$ cat src/rtl/nes_pkg.sv
`default_nettype none
// ============================================================================
// Module   : nes_pkg
// Purpose  : Shared NES core definitions: CPU RAM geometry, sprite-DMA
//            register address, open-bus fill value and DMA state encoding.
// Revision : 1.0 - initial release
// ============================================================================
package nes_pkg;

  localparam int          CPU_RAM_AW      = 11;        // 2 KB work RAM
  localparam logic [15:0] OAM_DMA_REG     = 16'h4014;  // decoded in the CPU bus decoder
  localparam logic [7:0]  OAM_DMA_OPENBUS = 8'hFF;     // data seen for pages outside RAM

  typedef enum logic [2:0] {
    ST_IDLE  = 3'd0,
    ST_HALT  = 3'd1,
    ST_ALIGN = 3'd2,
    ST_READ  = 3'd3,
    ST_WRITE = 3'd4
  } oam_dma_state_t;

endpackage
`default_nettype wire

$ cat src/rtl/oam_dma_if.sv
`default_nettype none
// ============================================================================
// Module   : oam_dma_if
// Purpose  : Memory-side bundle of the sprite DMA: CPU work-RAM read port
//            (DMA is master) and the PPU OAM byte-write port.
// Revision : 1.0 - initial release
// ============================================================================
interface oam_dma_if
  import nes_pkg::*;
#(
  parameter int RAM_AW = CPU_RAM_AW
) ();

  logic [RAM_AW-1:0] ram_address;
  logic              ram_write_enable;
  logic [7:0]        ram_read_data;
  logic              oam_wr_en;
  logic [7:0]        oam_addr;
  logic [7:0]        oam_wr_data;

  modport master (
    output ram_address, ram_write_enable, oam_wr_en, oam_addr, oam_wr_data,
    input  ram_read_data
  );

  modport slave (
    input  ram_address, ram_write_enable, oam_wr_en, oam_addr, oam_wr_data,
    output ram_read_data
  );

endinterface
`default_nettype wire

$ cat src/rtl/oam_dma.sv
`default_nettype none
// ============================================================================
// Module   : oam_dma
// Purpose  : Sprite-DMA initiator. A $4014 write stalls the CPU and copies
//            one 256-byte page of CPU work RAM into PPU OAM, one byte every
//            two CPU cycles (READ then WRITE).
// Config   : OAM_DMA_ALIGN_EN - when defined, a get/put cycle-parity flop
//            and the ALIGN state are built so reads land on get cycles
//            (513 or 514 halt cycles). Undefined: fixed 513 halt cycles.
// Revision : 1.0 - initial release
// ============================================================================
module oam_dma
  import nes_pkg::*;
#(
  parameter int RAM_AW = CPU_RAM_AW
) (
  input  wire logic       clk,
  input  wire logic       rst_n,
  input  wire logic       dma_start,
  input  wire logic [7:0] dma_page,
  input  wire logic [7:0] oam_start,
  output logic            cpu_halt,
  output logic            busy,
  oam_dma_if.master       bus
);

  oam_dma_state_t r_state;
  oam_dma_state_t w_state_next;
  logic [7:0]     r_page;
  logic [7:0]     r_oam_base;
  logic [7:0]     r_index;
  logic           w_openbus;
  logic           w_accept;

  // Strobes arriving mid-transfer are ignored entirely.
  assign w_accept  = (r_state == ST_IDLE) && dma_start;
  // Only pages $00-$1F map onto (mirrored) work RAM.
  assign w_openbus = (r_page > 8'h1F);

`ifdef OAM_DMA_ALIGN_EN
  logic r_parity;

  // Free-running get(0)/put(1) cycle parity.
  always_ff @(posedge clk or negedge rst_n) begin
    if (!rst_n) r_parity <= 1'b0;
    else        r_parity <= ~r_parity;
  end
`endif

  // State register.
  always_ff @(posedge clk or negedge rst_n) begin
    if (!rst_n) r_state <= ST_IDLE;
    else        r_state <= w_state_next;
  end

  // Transfer context: latched on an accepted strobe, index steps after each WRITE.
  always_ff @(posedge clk or negedge rst_n) begin
    if (!rst_n) begin
      r_page     <= 8'h00;
      r_oam_base <= 8'h00;
      r_index    <= 8'h00;
    end else if (w_accept) begin
      r_page     <= dma_page;
      r_oam_base <= oam_start;
      r_index    <= 8'h00;
    end else if (r_state == ST_WRITE) begin
      r_index    <= r_index + 8'd1;
    end
  end

  // Next-state decode and state-decoded bus outputs.
  always_comb begin
    w_state_next    = r_state;
    bus.ram_address = '0;
    bus.oam_wr_en   = 1'b0;
    bus.oam_addr    = 8'h00;
    bus.oam_wr_data = 8'h00;
    unique case (r_state)
      ST_IDLE: begin
        if (dma_start) w_state_next = ST_HALT;
      end
      ST_HALT: begin
`ifdef OAM_DMA_ALIGN_EN
        // Current cycle even means the next one is a put: burn it in ALIGN.
        w_state_next = r_parity ? ST_READ : ST_ALIGN;
`else
        w_state_next = ST_READ;
`endif
      end
      ST_ALIGN: begin
        w_state_next = ST_READ;
      end
      ST_READ: begin
        bus.ram_address = w_openbus ? '0 : RAM_AW'({r_page, r_index});
        w_state_next    = ST_WRITE;
      end
      ST_WRITE: begin
        bus.oam_wr_en   = 1'b1;
        bus.oam_addr    = r_oam_base + r_index;
        bus.oam_wr_data = w_openbus ? OAM_DMA_OPENBUS : bus.ram_read_data;
        w_state_next    = (r_index == 8'hFF) ? ST_IDLE : ST_READ;
      end
      default: begin
        w_state_next = ST_IDLE;
      end
    endcase
  end

  assign cpu_halt             = (r_state != ST_IDLE);
  assign busy                 = (r_state != ST_IDLE);
  assign bus.ram_write_enable = 1'b0;

endmodule
`default_nettype wire

$ cat src/flat_wrapper.sv
// flat-port wrapper written by rule: the top's interface ports become plain ports
module oam_dma_flat import nes_pkg::*;
#(
  parameter int RAM_AW = CPU_RAM_AW
)
  (clk, rst_n, dma_start, dma_page, oam_start, cpu_halt, busy, bus_ram_address, bus_ram_write_enable, bus_oam_wr_en, bus_oam_addr, bus_oam_wr_data, bus_ram_read_data);
  oam_dma_if #(.RAM_AW(RAM_AW)) bus_i ();
  input  wire logic clk;
  input  wire logic rst_n;
  input  wire logic dma_start;
  input  wire logic [7:0] dma_page;
  input  wire logic [7:0] oam_start;
  output logic cpu_halt;
  output logic busy;
  output wire logic [$bits(bus_i.ram_address)-1:0] bus_ram_address;
  output wire logic [$bits(bus_i.ram_write_enable)-1:0] bus_ram_write_enable;
  output wire logic [$bits(bus_i.oam_wr_en)-1:0] bus_oam_wr_en;
  output wire logic [$bits(bus_i.oam_addr)-1:0] bus_oam_addr;
  output wire logic [$bits(bus_i.oam_wr_data)-1:0] bus_oam_wr_data;
  input wire logic [$bits(bus_i.ram_read_data)-1:0] bus_ram_read_data;
  assign bus_ram_address = bus_i.ram_address;
  assign bus_ram_write_enable = bus_i.ram_write_enable;
  assign bus_oam_wr_en = bus_i.oam_wr_en;
  assign bus_oam_addr = bus_i.oam_addr;
  assign bus_oam_wr_data = bus_i.oam_wr_data;
  assign bus_i.ram_read_data = bus_ram_read_data;
  oam_dma #(.RAM_AW(RAM_AW)) u_core (.clk(clk), .rst_n(rst_n), .dma_start(dma_start), .dma_page(dma_page), .oam_start(oam_start), .cpu_halt(cpu_halt), .busy(busy), .bus(bus_i));
endmodule
$ cat config.mk
export PLATFORM = sky130hd
export DESIGN_NAME = oam_dma_flat
export DESIGN_NICKNAME = d
export VERILOG_FILES = /design/src/rtl/nes_pkg.sv /design/src/rtl/oam_dma_if.sv /design/src/rtl/oam_dma.sv /design/src/flat_wrapper.sv
export SDC_FILE = /design/constraint.sdc
export NUM_CORES = 1
export LEC_CHECK = 0
export CAP_MARGIN = 0
export CELL_PAD_IN_SITES_DETAIL_PLACEMENT = 1
export CELL_PAD_IN_SITES_GLOBAL_PLACEMENT = 1
export CORE_MARGIN = 2
export CORE_UTILIZATION = 49
export DETAILED_ROUTE_END_ITERATION = 12
export DONT_BUFFER_PORTS = 1
export PLACE_DENSITY = 0.83
export SYNTH_ARGS = -nofsm -noshare
export SYNTH_HDL_FRONTEND = slang
export SYNTH_SLANG_ARGS = --single-unit
$ cat constraint.sdc
create_clock -name clk -period 4.8 [get_ports clk]
set_input_delay 0.72 -clock clk [delete_from_list [all_inputs] [get_ports clk]]
set_output_delay 0.72 -clock clk [all_outputs]
set_load 0.005 [all_outputs]
### Word level (Yosys, flattened, before mapping)

Index checks and enable logic that the tools add are counted.
Widths: inputs -> output; s select.

* eq/ne operators: 6
* mux-type cells: 11
* add/sub/neg operators: 2
* magnitude comparators: 1
* reductions and logical operators: 5

Operator list (count)
* $mux 8: 5
* $mux 11: 2
* $pmux 3 s4: 1
* $add 8x1->8 const B: 1
* $add 8x8->8: 1
* $eq 8x8->1 const B: 1
* $gt 8x5->1 const B: 1
* $eq 3x2->1 const B: 2
* $eq 3x1->1 const B: 1
* $eq 3x3->1 const B: 1
* $logic_not 3->1: 1
* $mux 3: 1
* $reduce_bool 3->1: 1
* $mux 2: 1
* $ne 2x2->1 const B: 1
* $reduce_bool 2->1: 1
* $reduce_or 2->1: 1
* $logic_and 1x1->1: 1
* $mux 1: 1

* output and inout bits: 31
* flip-flop bits (word level): 27
* logic and storage cells: 29
* input bits: 27

### Longest topological paths before layout

* word-level depth: 3
* gate-level depth with buffers: 6
* gate-level depth less buffers: 6

### Least setup slack after synthesis

Ideal clock, no wire load.

* path kind: register to output
* start: register u_core.r_index[4]
* end: output bus_oam_addr[7]
* cell stages (with the launch flop): 6
* arrival time: 1.709 ns
* path slack: 2.371 ns
* buffers on the path: 0
* data required time: 4.080 ns
* cell sequence: dfrtp_1 > ha_1 > a21o_1 > a31o_2 > or3_1 > a21oi_1

* longest elaborated chain between the ends: 2

RTL lines
* from (decl): RTL line oam_dma.sv:31 `logic [7:0] r_index;`
* from (signal assigned): RTL line oam_dma.sv:67 `r_index <= r_index + 8'd1;`
* $add 8x8->8: RTL line oam_dma.sv:99 `bus.oam_addr = r_oam_base + r_index;`
* $mux 8: RTL line oam_dma.sv:78 `unique case (r_state)`
* to (decl): RTL line flat_wrapper.sv:18 `output wire logic [$bits(bus_i.oam_addr)-1:0] bus_oam_addr;`

Every way passes these cells.

### Worst setup path after layout

* start: register u_core.r_state[2]
* end: output bus_oam_addr[0]

* longest elaborated chain between the ends: 2

RTL lines
* from (decl): RTL line oam_dma.sv:27 `oam_dma_state_t r_state;`
* from (signal assigned): RTL line oam_dma.sv:53 `else r_state <= w_state_next;`
* $eq 3x3->1: RTL line oam_dma.sv:78
* $mux 8: RTL line oam_dma.sv:78

Every way passes these cells.

==> results.yml <==
placed_design:
  hpwl_um: 2880
  routabilityCongestion: 0.754
  port_buffers: 0
  dp_slack_ns: 2.05
  placed_area_mm2: 0.00161
worst_setup_path:
  reg2reg_slack_ns: 2.32
  cp_max_fo: 24
  worst-path-buf-inv: 1
  crit_type: "flop to output pin"
  critPathArrivalTime_ns: 2.39
  path_cells: "or3b_1 -> clkinv_1 -> and2_1"
  critPathTopFamily: "simple AND/OR/NAND/NOR gates"
  crit_required_ns: 4.08
  cp-start-kind: "flop"
  slowest_delay_ns: 0.74
  endpoint_kind: "output pin"
  slowest_stage: "or3b_1"
drt:
  finalWirelength_um: 3630
  route.detailed.drc: 0
  dr.pass1.iters: 4
  avgViaCountPerCell: 5.75
  vias: 1191
  wl_per_cell_um: 17.5
  ant_nets: 0
  drt-initial-drc-count: 28
cells_and_area:
  nFillCells: 374
  syn2layout_area_growth_pct: 3.49
  final_cell_mix: "25 x dfrtp_1, 24 x nor2_1, 15 x o21ai_0"
  utilization_pct: 53.4
  fin_area_mm2: 0.00163
  layout.nets: 200
  final_common_cell: "dfrtp_1"
  n_antenna_cell: 0
  drive_gt1_share_pct: 14.1
grt:
  overflow: 0
  grt_pass1_wl_um: 5730
  antenna_found_initial: 0
  grt_pass1_vias: 1249
  track_usage_pct: 21.3
  grt_start_max_net_pins: 26
logic_synthesis:
  netlist_area_mm2: 0.00158
  seq_area_frac_synth_pct: 39.7
  netlist.area_leader.share_pct: 39.7
  synth_area_leaders: "dfrtp_1 40%, mux2_2 10%, ha_1 6.3%"
  yosysTopAreaCell: "dfrtp_1"
  ys_ff_latch: 25
  ys_warn_count: 0
  synthCells: 166
  syn_nets: 202
  yosysUniqueCellTypes: 38
  avgSynthCellArea_um2: 9.50
sta:
  period_minus_slack_ns: 3.11
  finalCritPeriodShare_pct: 64.8
  setup_tns_ns: 0
  slew_violations: 0
  postLayoutSetupSlackWorst_ns: 1.69
  worst_pin_slew_ns: 0.806
  finalSetupViolations: 0
  rsz0062_at_grt: "no"
  hold_viol: 0
  fmax_mhz: 321
  slew_headroom_pct: 45.5
  skew_ns: 0.0165
pwr:
  total_power_uw: 813
  irDropWorstVdd_uv: 298
  power_leakage_uw: 0.000741
  power_density_mw_per_mm2: 498
clock_tree:
  tritoncts: "built"
  cts_resized: 0
  clockBufferDepth: 2
  cts_setup_buffers: 0
  cts_buffers: 3
  cts.sinks: 25
  h-tree-depth: 1
  hold_buffers: 0
  clk-insertion-delay-late_ns: 0.32
  clk_pin_slew_ns: 0.14
  root_buffer: "clkbuf_4"
floorplan:
  start_util_pct: 51.6
  core_area_mm2: 0.00305
  die_h_um: 60.7
  fp.dieW_um: 60.7
  die_area_mm2: 0.00369
  io_pins: 58
  fp-row-count: 20
job:
  cap_violations: 0
worst_hold_path:
  hold_class: "primary input to async pin"
outcome:
  status: "completed"
[synth_stat cells]
| master | instances |
|---|---|
| a31oi_1 | 1 |
| clkinv_1 | 1 |
| nand2b_1 | 1 |
| xnor2_1 | 4 |
| a211oi_1 | 2 |
| inv_1 | 1 |
| nor2b_1 | 1 |
| buf_4 | 2 |
| and2_1 | 13 |
| nor4b_1 | 2 |
| o21bai_1 | 1 |
| ha_1 | 8 |
| a21oi_1 | 5 |
| mux2i_1 | 2 |
| o21ai_0 | 15 |
| dfrtp_1 | 25 |
| nor3_1 | 1 |
| or3_1 | 4 |
| o311ai_0 | 1 |
| or3b_1 | 1 |
| o31ai_1 | 1 |
| nand4_1 | 1 |
| buf_1 | 1 |
| nor3b_1 | 3 |
| a21o_1 | 5 |
| fa_1 | 1 |
| clkbuf_1 | 1 |
| and3_1 | 1 |
| nand3_1 | 5 |
| buf_2 | 5 |
| nor3_4 | 1 |
| nor2_1 | 24 |
| nor3b_2 | 1 |
| nand2_1 | 8 |
| a31o_2 | 1 |
| mux2_2 | 14 |
| conb_1 | 1 |
| xor2_1 | 1 |
[registers in the layout, indices dropped and copies added (netlist names)]
register,count
u_core.r_oam_base,8
u_core.r_index,8
u_core.r_page,6
u_core.r_state,3
[metal layers]
layer	share of wire [%]	GRT usage, %
met5	0	0
met4	1.0	6.21
met3	3.3	3.41
met2	53	40.6
met1	43	24.2
[where the power goes]
group	leakage [µW]	internal (µW)	switching, µW	total (µW)
sequential	0.000313	291	71.7	363
combinational	0.000412	169	188	357
clock	0.0000150	32.5	60.2	92.7
[stage by stage]
| step | std cells | hold slack (ns) |
|---|---|---|
| after floorplan | 166 | 0.424 |
| after global placement | 203 | 0.425 |
| after detailed placement | 203 | 0.425 |
| after CTS | 207 | 0.0667 |
| after global routing | 207 | 0.0449 |
| final | 207 | 0.0673 |
[worst paths after layout]
path	start	endpoint	cells past startpoint
worst max-delay path	u_core.r_state[2]$_DFFE_PN0P_	bus_oam_addr[0]	3
worst min-delay path	rst_n	u_core.r_state[0]$_DFFE_PN0P_	0
worst max register to register	u_core.r_state[2]$_DFFE_PN0P_	u_core.r_index[6]$_DFFE_PN0P_	5
worst min register to register	u_core.r_page[0]$_DFFE_PN0N_	u_core.r_page[0]$_DFFE_PN0N_	1
max in group asynchronous	rst_n	u_core.r_oam_base[3]$_DFFE_PN0N_	0
min in group clk	u_core.r_page[0]$_DFFE_PN0N_	u_core.r_page[0]$_DFFE_PN0N_	1
[final cells by class]
type	count	area, µm²	share of cell area [%]
clock buffer	4	26.3	1.61
sequential	25	626	38.3
multi-input combinational	130	902	55.3
inverter	2	7.51	0.460
timing repair buffer	2	15.0	0.920
tap	44	55.1	3.37
[logic make-up after synthesis]
| family | count (synthesis) | share of synthesized area [%] |
|---|---|---|
| buffers and inverters | 11 | 3.49 |
| muxes | 16 | 11.3 |
| xor gates and xnor gates | 5 | 2.78 |
| AOI/OAI and AO/OA | 32 | 12.1 |
| adders and majority gates | 9 | 7.62 |
| other | 1 | 0.238 |
| and+or+nand+nor | 67 | 22.8 |
| DFF | 25 | 39.7 |
Power figures use the tool's default switching activity.
